## src/rtl/mem_arb_pkg.sv

```systemverilog
// Shared types and constants for the I/D-cache main-memory arbiter.
// Owner encoding tells the fill sequencer which cache receives the burst.
package mem_arb_pkg;

  localparam int          WORDS_PER_BLOCK = 8;
  localparam logic [15:0] BLOCK_MASK      = 16'hFFF0;
  localparam logic [2:0]  LAST_WORD       = 3'(WORDS_PER_BLOCK - 1);

  typedef enum logic [1:0] {
    IDLE  = 2'd0,
    FILL  = 2'd1,
    WRITE = 2'd2
  } arb_state_e;

  typedef enum logic {
    OWNER_I = 1'b0,
    OWNER_D = 1'b1
  } owner_e;

  function automatic logic [15:0] block_base(input logic [15:0] addr);
    return addr & BLOCK_MASK;
  endfunction

endpackage

```

## src/rtl/cnt_3bit.sv

```systemverilog
// 3-bit up-counter with synchronous clear and enable; clear wins over enable.
// Used for the fill issue index and the fill receive index.
module cnt_3bit (
  input  logic       clk,
  input  logic       rst,
  input  logic       clr,
  input  logic       en,
  output logic [2:0] cnt
);

  logic [2:0] cnt_q;
  logic [2:0] cnt_d;

  always_comb begin
    cnt_d = cnt_q;
    if (clr) begin
      cnt_d = 3'd0;
    end else if (en) begin
      cnt_d = cnt_q + 3'd1;
    end
  end

  always_ff @(posedge clk) begin
    if (rst) begin
      cnt_q <= 3'd0;
    end else begin
      cnt_q <= cnt_d;
    end
  end

  assign cnt = cnt_q;

endmodule

```

## src/rtl/mem_arbiter.sv

```systemverilog
// Arbitrates main memory between I-cache fills, D-cache fills and D-cache
// write-through stores; sequences 8-word fill bursts and pulses completion.
module mem_arbiter
  import mem_arb_pkg::*;
(
  input  logic        clk,
  input  logic        rst,
  input  logic        icache_miss,
  input  logic [15:0] icache_miss_addr,
  input  logic        dcache_miss,
  input  logic [15:0] dcache_miss_addr,
  input  logic        dcache_wr_req,
  input  logic [15:0] dcache_wr_addr,
  input  logic [15:0] dcache_wr_data,
  input  logic [15:0] mem_data_in,
  input  logic        mem_data_valid,
  output logic        mem_enable,
  output logic        mem_wr,
  output logic [15:0] mem_addr,
  output logic [15:0] mem_data_out,
  output logic [15:0] fill_data,
  output logic [2:0]  fill_word,
  output logic        icache_fill_we,
  output logic        dcache_fill_we,
  output logic        icache_tag_we,
  output logic        dcache_tag_we,
  output logic        ifill_done,
  output logic        dfill_done,
  output logic        wr_done,
  output logic        busy
);

  arb_state_e  state_q, state_d;
  owner_e      owner_q, owner_d;
  logic [15:0] base_q, base_d;
  logic [15:0] wr_addr_q, wr_addr_d;
  logic [15:0] wr_data_q, wr_data_d;
  logic        issuing_q, issuing_d;

  logic [2:0]  issue_cnt;
  logic [2:0]  rx_cnt;
  logic        cnt_clr;
  logic        issue_en;
  logic        rx_en;
  logic        rx_last;

  // Both indices restart whenever the arbiter is idle, so every fill begins at word 0.
  assign cnt_clr  = (state_q == IDLE);
  assign issue_en = (state_q == FILL) && issuing_q;
  assign rx_en    = (state_q == FILL) && mem_data_valid;
  assign rx_last  = rx_en && (rx_cnt == LAST_WORD);

  cnt_3bit u_issue_cnt (
    .clk (clk),
    .rst (rst),
    .clr (cnt_clr),
    .en  (issue_en),
    .cnt (issue_cnt)
  );

  cnt_3bit u_rx_cnt (
    .clk (clk),
    .rst (rst),
    .clr (cnt_clr),
    .en  (rx_en),
    .cnt (rx_cnt)
  );

  always_ff @(posedge clk) begin
    if (rst) begin
      state_q   <= IDLE;
      owner_q   <= OWNER_I;
      base_q    <= 16'd0;
      wr_addr_q <= 16'd0;
      wr_data_q <= 16'd0;
      issuing_q <= 1'b0;
    end else begin
      state_q   <= state_d;
      owner_q   <= owner_d;
      base_q    <= base_d;
      wr_addr_q <= wr_addr_d;
      wr_data_q <= wr_data_d;
      issuing_q <= issuing_d;
    end
  end

  always_comb begin
    state_d   = state_q;
    owner_d   = owner_q;
    base_d    = base_q;
    wr_addr_d = wr_addr_q;
    wr_data_d = wr_data_q;
    issuing_d = issuing_q;
    case (state_q)
      IDLE: begin
        issuing_d = 1'b0;
        // D-side requests belong to the older instruction, so they win.
        if (dcache_miss) begin
          state_d   = FILL;
          owner_d   = OWNER_D;
          base_d    = block_base(dcache_miss_addr);
          issuing_d = 1'b1;
        end else if (dcache_wr_req) begin
          state_d   = WRITE;
          wr_addr_d = dcache_wr_addr;
          wr_data_d = dcache_wr_data;
        end else if (icache_miss) begin
          state_d   = FILL;
          owner_d   = OWNER_I;
          base_d    = block_base(icache_miss_addr);
          issuing_d = 1'b1;
        end
      end
      FILL: begin
        // The 3-bit issue index wraps, so a flag marks the end of the issue phase.
        if (issue_en && (issue_cnt == LAST_WORD)) begin
          issuing_d = 1'b0;
        end
        if (rx_last) begin
          state_d = IDLE;
        end
      end
      WRITE: begin
        state_d = IDLE;
      end
      default: begin
        state_d = IDLE;
      end
    endcase
  end

  always_comb begin
    mem_enable     = 1'b0;
    mem_wr         = 1'b0;
    mem_addr       = 16'd0;
    mem_data_out   = 16'd0;
    fill_data      = 16'd0;
    fill_word      = 3'd0;
    icache_fill_we = 1'b0;
    dcache_fill_we = 1'b0;
    icache_tag_we  = 1'b0;
    dcache_tag_we  = 1'b0;
    ifill_done     = 1'b0;
    dfill_done     = 1'b0;
    wr_done        = 1'b0;
    busy           = (state_q != IDLE);
    case (state_q)
      FILL: begin
        if (issuing_q) begin
          mem_enable = 1'b1;
          mem_addr   = base_q + {12'd0, issue_cnt, 1'b0};
        end
        if (mem_data_valid) begin
          fill_data = mem_data_in;
          fill_word = rx_cnt;
          if (owner_q == OWNER_D) begin
            dcache_fill_we = 1'b1;
            dcache_tag_we  = (rx_cnt == LAST_WORD);
            dfill_done     = (rx_cnt == LAST_WORD);
          end else begin
            icache_fill_we = 1'b1;
            icache_tag_we  = (rx_cnt == LAST_WORD);
            ifill_done     = (rx_cnt == LAST_WORD);
          end
        end
      end
      WRITE: begin
        mem_enable   = 1'b1;
        mem_wr       = 1'b1;
        mem_addr     = wr_addr_q;
        mem_data_out = wr_data_q;
        wr_done      = 1'b1;
      end
      default: begin
      end
    endcase
  end

endmodule

```

## config.mk

```make
export PLATFORM = sky130hd
export DESIGN_NAME = mem_arbiter
export DESIGN_NICKNAME = d
export VERILOG_FILES = /design/src/rtl/mem_arb_pkg.sv /design/src/rtl/cnt_3bit.sv /design/src/rtl/mem_arbiter.sv
export SDC_FILE = /design/constraint.sdc
export NUM_CORES = 1
export LEC_CHECK = 0
export CORE_MARGIN = 3
export CORE_UTILIZATION = 40
export DETAILED_ROUTE_END_ITERATION = 12
export PLACE_DENSITY = 0.81
export SLEW_MARGIN = 15
export SYNTH_ARGS = -nofsm -noshare
export SYNTH_HDL_FRONTEND = slang
export SYNTH_SLANG_ARGS = --single-unit
```

## constraint.sdc

```tcl
create_clock -name clk -period 1.9 [get_ports clk]
set_input_delay 0.475 -clock clk [delete_from_list [all_inputs] [get_ports clk]]
set_output_delay 0.475 -clock clk [all_outputs]
set_load 0.005 [all_outputs]
```

Word-level counts from Yosys, hierarchy flattened:

Cells that the tools add are included.

* equality and inequality tests: 8
* muxes and demuxes: 38
* reductions and logical operators: 13
* add/subtract/negate cells: 3
* bitwise gates (word level): 1

Operators with widths (number)
* 16-bit 2-to-1 mux: 7
* 16-bit one-hot mux with 2 select lines: 1
* 1-bit 2-to-1 mux: 21
* 16-bit by 4-bit adder with 16-bit output: 1
* 2-bit 2-to-1 mux: 4
* 3-bit by 1-bit adder with 3-bit output, second input constant: 2
* 3-bit == test, second input constant: 2
* 3-bit 2-to-1 mux: 2
* 3-bit AND reduction: 2
* 2-bit nonzero test: 3
* 1-bit logical AND: 4
* 2-bit != test, second input constant: 2
* 4-bit != test, second input constant: 1
* 1-bit one-hot mux with 2 select lines: 2
* 2-bit one-hot mux with 2 select lines: 1
* 2-bit AND reduction: 2
* 2-bit by 1-bit == test with 1-bit output, second input constant: 1
* 2-bit == test, second input constant: 1
* 2-bit logical NOT: 1
* 2-bit by 1-bit != test with 1-bit output, second input constant: 1
* 2-bit OR reduction: 1
* 1-bit inverter: 1

* input bits: 86
* flip-flop bits (word level): 58
* logic and storage cells: 71

Depth between registers and ports, before layout:

Gate-level depths: netlist (run 1).

* word-level depth: 5
* mapped depth: 7
* depth with buffers taken out: 6

Hierarchy:

From an unflattened synthesis (run 1), not the netlist that was laid out.

* cells, all modules: 339
* area, all modules: 2745.1 um^2

Modules (own cells, without submodules)
* mem_arbiter: instances 1, area each 2489.9 um^2, cells an instance 315
* cnt_3bit: instances 2, area each 127.6 um^2, cells an instance 12

Worst setup path before layout (run 1):

Ideal clock, no wire load.

* path type: flip-flop to output port
* start point: register state_q[1]
* end point: output ifill_done
* slack: 0.109 ns
* arrival: 1.316 ns
* cell stages (with the launch flop): 8
* required time: 1.425 ns
* cells stage by stage: dfxtp_1 -> inv_1 -> ha_1 -> clkbuf_1 -> nand2_1 -> nor2_1 -> and2_1 -> buf_4

* longest elaborated chain between the ends: 2

Ends and longest elaborated chain
* from (decl): RTL line mem_arbiter.sv:33 `arb_state_e state_q, state_d;`
* from (signal assigned): RTL line mem_arbiter.sv:78 `state_q <= state_d;`
* 2-bit by 1-bit == test with 1-bit output
* 1-bit 2-to-1 mux
* to (decl): RTL line mem_arbiter.sv:27 `output logic ifill_done,`

No other way between the ends.

Worst setup path after layout (run 1):

* start point: register state_q[1]
* end point: output mem_addr[10]

* longest elaborated chain between the ends: 2

Ends and longest elaborated chain
* 2-bit == test / 2-bit by 1-bit == test with 1-bit output (equally long branches): RTL line mem_arbiter.sv:147 `case (state_q)`
* 16-bit one-hot mux with 2 select lines (*): RTL line mem_arbiter.sv:147
* to (decl): RTL line mem_arbiter.sv:19 `output logic [15:0] mem_addr,`

Mark *: on every way between the ends. The rest lies on a longest branch, timed or not.

==> summary.md, run 1 <==
| Metric | Value |
|---|---|
| Outcome | finished, violations left |
| Failing checks | setup timing |
| Least-Margin Pin Slew | 0.416 ns |
| Grt ovf | 0 |
| WL/cell | 16.0 um |
| Buf/Inv on CP | 5 |
| GR Layer Usage met1 | 26.6% |
| Most common cell on crit path | buf_6 |
| Hold-fix buffers at CTS | 0 |
| Grt met3 use | 4.74% |
| I/O pin count | 147 |
| RSZ-0062 raised after global routing | true |
| Reg2Reg Depth | 11 |
| Fin Setup TNS | -4.16 ns |
| First-pass GRT wire length | 14,400 um |
| Static Leak | 0.00211 uW |
| Max-slew violations | 0 |
| Mapped cell area | 2800 um^2 |
| Die height | 89.7 um |
| Worst EP arrival | 1.72 ns |
| Layout fillers | 477 |
| Max VDD drop | 394 uV |
| Routed via count | 3,072 |
| Sequential area share after synthesis | 38.6% |
| Post-route minimum period | 2.20 ns |
| Mapped Cells | 343 |
| CTS Sinks | 54 |
| Largest stage delay, worst path | 0.37 ns |
| Final setup violation count | 39 |
| Total power | 3290 uW |
| Worst-path cell chain | inv_4 -> ha_4 -> and2_4 -> buf_6 -> buf_6 -> buf_6 -> a22oi_2 -> nor2b_1 -> buf_2 |
| Die Footprint | 8040 um^2 |
| Worst min-delay path class | reg2reg |
| Worst path top cell family by delay | buffers and inverters |
| Worst-path clk slew | 0.09 ns |
| TritonCTS clock tree | done |
| Grt met2 use | 43.1% |
| Worst Skew | 0.00611 ns |
| Post-route ant nets | 0 |
| DRC violation count after routing | 0 |
| Slew HR | 72.2% |
| Layout cells sized above 1 | 37.9% |
| Post-synth EDFFs | 0 |
| Initial Util | 42.7% |
| Setup WS pre-CTS | -0.517 ns |
| Ant diodes | 0 |
| Register Area | 1090 um^2 |
| Fin nets | 609 |
| Final period utilization | 116% |
| Area of the multi-input gates | 1770 um^2 |
| CTS root buffer | clkbuf_8 |
| Routability cong. | 0.806 |
| Post-synth top area share | 38.6% |
| Crit path from | state_q[1] |
| Total track usage | 22.9% |
| Critical Path RT | 1.42 ns |
| Syn. warnings | 0 |
| Placed insts | 577 |
| Number of max-cap violations | 0 |
| Crit end category | primary output |
| Hold_ws | 0.457 ns |
| Netlist cell types | 30 |
| Flop-to-flop setup slack | 0.07 ns |
| Final worst slack | -0.295 ns |
| Critical Path Sink | mem_addr[10] |
| Crit Path Max Fanout | 4 |
| CP max-delay cell | dfxtp_2 |
| Critical Setup Path Class | reg2out |
| Crit path launch type | flop |
| Clk_lat worst skew | 0.31 ns |
| Final Hold Viols | 0 |
| Synthesized netlist net count | 438 |
| Core footprint | 6570 um^2 |
| WP depth | 9 |
| Count leader, synth | nand2_1 |
| Synth Flop Type | dfxtp_1 |
| Rows | 29 |
| Synth Area per Inst | 8.17 um^2 |
| Critical R2R Capture | state_q[1] |
| Initial DRT Pass Iterations | 4 |
| Post-route non-filler standard cell count | 608 |
| Initial antenna violation count | 0 |
| Largest net degree at the start of global routing | 25 |
| Area Growth Syn to Fin | 75.6% |
| Final wirelength | 9720 um |
| TritonCTS buffer count | 5 |
| Top cells by count, synth | nand2_1 (74), dfxtp_1 (54), a21oi_1 (27) |
| Synth top area cells | dfxtp_1 (39%), nand2_1 (9.9%), mux2i_1 (5.0%), a21oi_1 (4.8%), and2_1 (4.5%) |
| H-Tree Depth | 2 |
| Fmax | 0.455 GHz |
| Most used routing layer | met2 |
| Vias in the first global route | 3,047 |
| Leading area contributor after synthesis | dfxtp_1 |
| Worst R2R Start | state_q[1] |
| Die Wd | 89.7 um |
| Vias per cell | 5.05 |
| Dpl hpwl | 6350 um |
| Pwr/cell area | 669 nW/um^2 |
| DRT iter0 DRCs | 69 |
| Clock Tree Buf Depth | 2 |
| Synthesized flop and latch total | 54 |
| Ys async rst share | 0% |
| PortBufs | 138 |
==> cell type report <==
class | instances | area share (%)
multi-input combinational | 257 | 36.1
timing repair buffer | 193 | 36.2
tap | 93 | 2.37
clock inverter | 2 | 1.22
clock buffer | 6 | 1.68
sequential | 54 | 22.1
inverter | 3 | 0.382
==> metal layers <==
layer | wire (um) | vias to the layer above | share of wire (%)
met2 | 5090 | 122 | 52
met3 | 745 | 14 | 7.7
li1 | - | 1492 | -
met5 | 0 | - | 0
met4 | 123 | 0 | 1.3
met1 | 3770 | 1444 | 39
==> flip-flops by register name, summed over array words and instances, names as in the netlist <==
| name | cells |
|---|---|
| wr_addr_q | 16 |
| issuing_q | 1 |
| u_issue_cnt.cnt | 3 |
| base_q | 12 |
| wr_data_q | 16 |
| u_rx_cnt.cnt | 3 |
| owner_q | 1 |
| state_q | 2 |
==> worst min path at each step <==
stage	start	to	depth (start not counted)
2_1_floorplan	wr_addr_q[0]	wr_addr_q[0]	2
3_3_place_gp	wr_data_q[10]	wr_data_q[10]	2
3_5_place_dp	wr_data_q[11]	wr_data_q[11]	2
4_1_cts	wr_data_q[11]	wr_data_q[11]	2
5_1_grt	wr_addr_q[1]	wr_addr_q[1]	2
6_report	wr_data_q[11]	wr_data_q[11]	2
==> kinds of logic (layout without fill, tap and decap cells) <==
| group | Yosys count | in the layout | synth area share, % |
|---|---|---|---|
| XOR/XNOR | 2 | 2 | 0.625 |
| buffers and inverters | 32 | 204 | 7.10 |
| adder cells (fa/ha/maj) | 9 | 9 | 4.02 |
| AND/OR/NAND/NOR | 163 | 163 | 28.0 |
| flip-flops | 54 | 54 | 38.6 |
| multiplexers | 14 | 14 | 5.00 |
| AO/OA/AOI/OAI | 69 | 69 | 16.7 |
==> what timing repair did <==
action / 4_1_cts / 5_1_grt
buffers inserted: 19 / 5
gates resized for setup: 323 / 30
pin swaps: 31 / 9
cloned: 3 / 0
setup endpoints to repair: 61 / 62
==> power breakdown <==
group          internal (uW)  switching, uW  leakage (uW)
registers               1220           68.5      0.000443
logic                    595            462       0.00160
clock network            562            381     0.0000714
==> cell usage in the layout, fill, tap and decap left out, drive strengths merged <==
cell and count:
a211oi 12, a21oi 39, a22oi 14, a32oi 1, and2 21, and3 20
buf 110, bufinv 2, clkbuf 12, clkdlybuf4s15 2, clkdlybuf4s50 75, dfxtp 54
ha 9, inv 3, mux2i 14, nand2 74, nand3 5, nor2 22
nor2b 18, nor3 1, nor4b 1, o21a 1, o21ai 1, o22a 1
or2 1, xor2 2
==> per-stage QoR <==
step	utilization, %	cell area (um^2)
floorplan	-	2800
global placement	67.1	4410
detailed placement	67.1	4410
CTS	74.3	4880
global route	74.9	4920
finish	74.9	4920
==> worst min-delay path: cells and delay by family (launching register included) <==
kind,cells,cell delay (ns)
AOI/OAI and AO/OA,1,0.05
DFF,1,0.32
and+or+nand+nor,1,0.05
(Power assumes the default switching activity.)
==> inputs of run 2 (changes only) <==
--- a/config.mk
+++ b/config.mk
@@ -9,6 +9,7 @@
 export CORE_UTILIZATION = 40
 export DETAILED_ROUTE_END_ITERATION = 12
 export PLACE_DENSITY = 0.81
+export SKIP_CTS_REPAIR_TIMING = 1
 export SLEW_MARGIN = 15
 export SYNTH_ARGS = -nofsm -noshare
 export SYNTH_HDL_FRONTEND = slang
==> run 2 against run 1 <==
Compared with the run above:
- the run still ends with setup timing left
- global-route usage decreased by 3.5 points
- register-to-register slack improved by 0.13 ns
- routed wire length decreased by 6.1%
- largest power group unchanged
- flip-flop and latch count unchanged
- critical path depth decreased by 1
- highest routed layer unchanged
- via count decreased by 2.2%
==> summary.md, run 2 (synthesis gave the netlist of run 1 again) <==
| Metric | Value |
|---|---|
| Final instance area | 4860 um^2 |
| RSZ-0062 raised after global routing | true |
| Reg power frac | 39.7% |
| Worst min-delay path class | reg2reg |
| Slew HR | 71.2% |
| Placed insts | 577 |
| Worst Skew | 0.00333 ns |
| Commonest cells after routing, fill and taps aside | clkdlybuf4s50_1 (77), nand2_1 (73), dfxtp_1 (52), buf_6 (31), clkbuf_2 (31) |
| Vias in the first global route | 2,746 |
| Most common cell on crit path | buf_6 |
| Clock network fraction of total power | 29.0% |
| Final setup violation count | 42 |
| Max VDD drop | 396 uV |
| H-Tree Depth | 2 |
| Worst R2R Start | state_q[1] |
| Crit path launch type | flop |
| Crit Path Max Fanout | 5 |
| TritonCTS buffer count | 5 |
| CP max-delay cell | dfxtp_2 |
| Least-Margin Pin Slew | 0.430 ns |
| Total track usage | 19.4% |
| Worst EP arrival | 1.68 ns |
| Grt ovf | 0 |
| First-pass GRT wire length | 12,400 um |
| Fin nets | 597 |
| Layout cells sized above 1 | 32.8% |
| Worst-path clk slew | 0.10 ns |
| PortBufs | 138 |
| Layout fillers | 483 |
| Outcome | finished, violations left |
| Largest stage delay, worst path | 0.37 ns |
| Initial antenna violation count | 0 |
| CTS root buffer | clkbuf_8 |
| Failing checks | setup timing |
| Hold-critical path depth | 2 |
| Worst-path cell chain | inv_4 -> ha_4 -> buf_6 -> and2_4 -> buf_6 -> a22oi_1 -> nor2b_1 -> dlymetal6s2s_1 |
| Combinational share of power | 31.3% |
| Die height | 89.7 um |
| Hold Path End | wr_data_q[5] |
| Crit end category | primary output |
| DRC violation count after routing | 0 |
| I/O pin count | 147 |
| Layout Utilization | 74.0% |
| Internal | 2360 uW |
| Final wirelength | 9130 um |
| Post-route ant nets | 0 |
| Commonest non-fill, non-tap cell in the layout | clkdlybuf4s50_1 |
| Fmax | 0.465 GHz |
| Regs by FF count | wr_addr_q (16), wr_data_q (16), base_q (12) |
| Die Wd | 89.7 um |
| Initial DRT Pass Iterations | 4 |
| Max-slew violations | 0 |
| DRT iter0 DRCs | 123 |
| Sw Ratio | 27.1% |
| Die Footprint | 8040 um^2 |
| Placed Area | 4410 um^2 |
| Clock Tree Buf Depth | 2 |
| Final period utilization | 113% |
| Number of max-cap violations | 0 |
| Initial Util | 42.7% |
| Post-route non-filler standard cell count | 596 |
| Worst Min Path Start | wr_data_q[5] |
| Dpl hpwl | 6350 um |
| TritonCTS clock tree | done |
| WL/cell | 15.3 um |
| Flop-to-flop setup slack | 0.20 ns |
| Critical R2R Capture | state_q[1] |
| Critical Setup Path Class | reg2out |
| Clk_lat worst skew | 0.30 ns |
| Rows | 29 |
| Vias per cell | 5.04 |
| Critical Path RT | 1.42 ns |
| Final Hold Viols | 0 |
| Post-route minimum period | 2.15 ns |
| Psw | 879 uW |
| Ant diodes | 0 |
| Routability cong. | 0.806 |
| Area Growth Syn to Fin | 73.4% |
| Static Leak | 0.00215 uW |
| Final worst slack | -0.251 ns |
| Core footprint | 6570 um^2 |
| Reg2Reg Depth | 8 |
| Routed via count | 3,004 |
| CTS Sinks | 54 |
| Pwr/cell area | 667 nW/um^2 |
| Largest net degree at the start of global routing | 25 |
run 2: layer usage:
layer  routed length (um)  global-route usage (%)
met4                   68                    3.11
met5                    0                       0
met2                 4750                    35.3
met1                 3570                    23.5
met3                  737                    4.65
run 2: worst max path at each step:
stage | startpoint | endpoint | slack (ns) | cells after the start
floorplan | state_q[1] | ifill_done | 0.11 | 7
CTS | state_q[0] | mem_addr[13] | -0.57 | 5
global placement | mem_data_valid | fill_word[2] | -0.47 | 4
finish | state_q[1] | mem_addr[6] | -0.25 | 8
global route | state_q[1] | mem_addr[2] | -0.33 | 8
detailed placement | mem_data_valid | fill_data[13] | -0.52 | 4
run 2: area by class of cell:
cell class	instances	area (um^2)	share of cell area [%]
clock inverter	2	60.1	1.24
inverter	3	16.3	0.335
sequential	54	1090	22.4
multi-input combinational	257	1750	36.0
timing repair buffer	181	1750	35.9
tap	93	116	2.40
clock buffer	6	82.6	1.70
run 2: per-stage QoR:
| step | setup WS, ns | hold slack, ns | power [uW] | TNS (ns) |
|---|---|---|---|---|
| after CTS | -0.571 | 0.457 | 3050 | -27.99 |
| after floorplan | 0.109 | 0.432 | 1700 | 0 |
| final | -0.251 | 0.459 | 3240 | -5.59 |
| after detailed placement | -0.517 | 0.443 | 2130 | -17.42 |
| after global placement | -0.472 | 0.437 | 2100 | -14.62 |
| after global routing | -0.328 | 0.477 | 3380 | -8.48 |
run 2: power by group through the flow:
stage / clock network [uW] / logic, uW / registers, uW
after floorplan: 0 / 409 / 1290
after global placement: 0 / 814 / 1290
after detailed placement: 0 / 835 / 1290
after CTS: 947 / 839 / 1270
after global routing: 992 / 1100 / 1300
final: 939 / 1020 / 1290
run 2: critical path, delay by kind of cell, from the launching register on:
kind,cells,cell delay (ns)
compound gates,1,0.15
buf+inv,4,0.46
flops,1,0.37
simple gates,2,0.23
fa+ha+maj,1,0.17
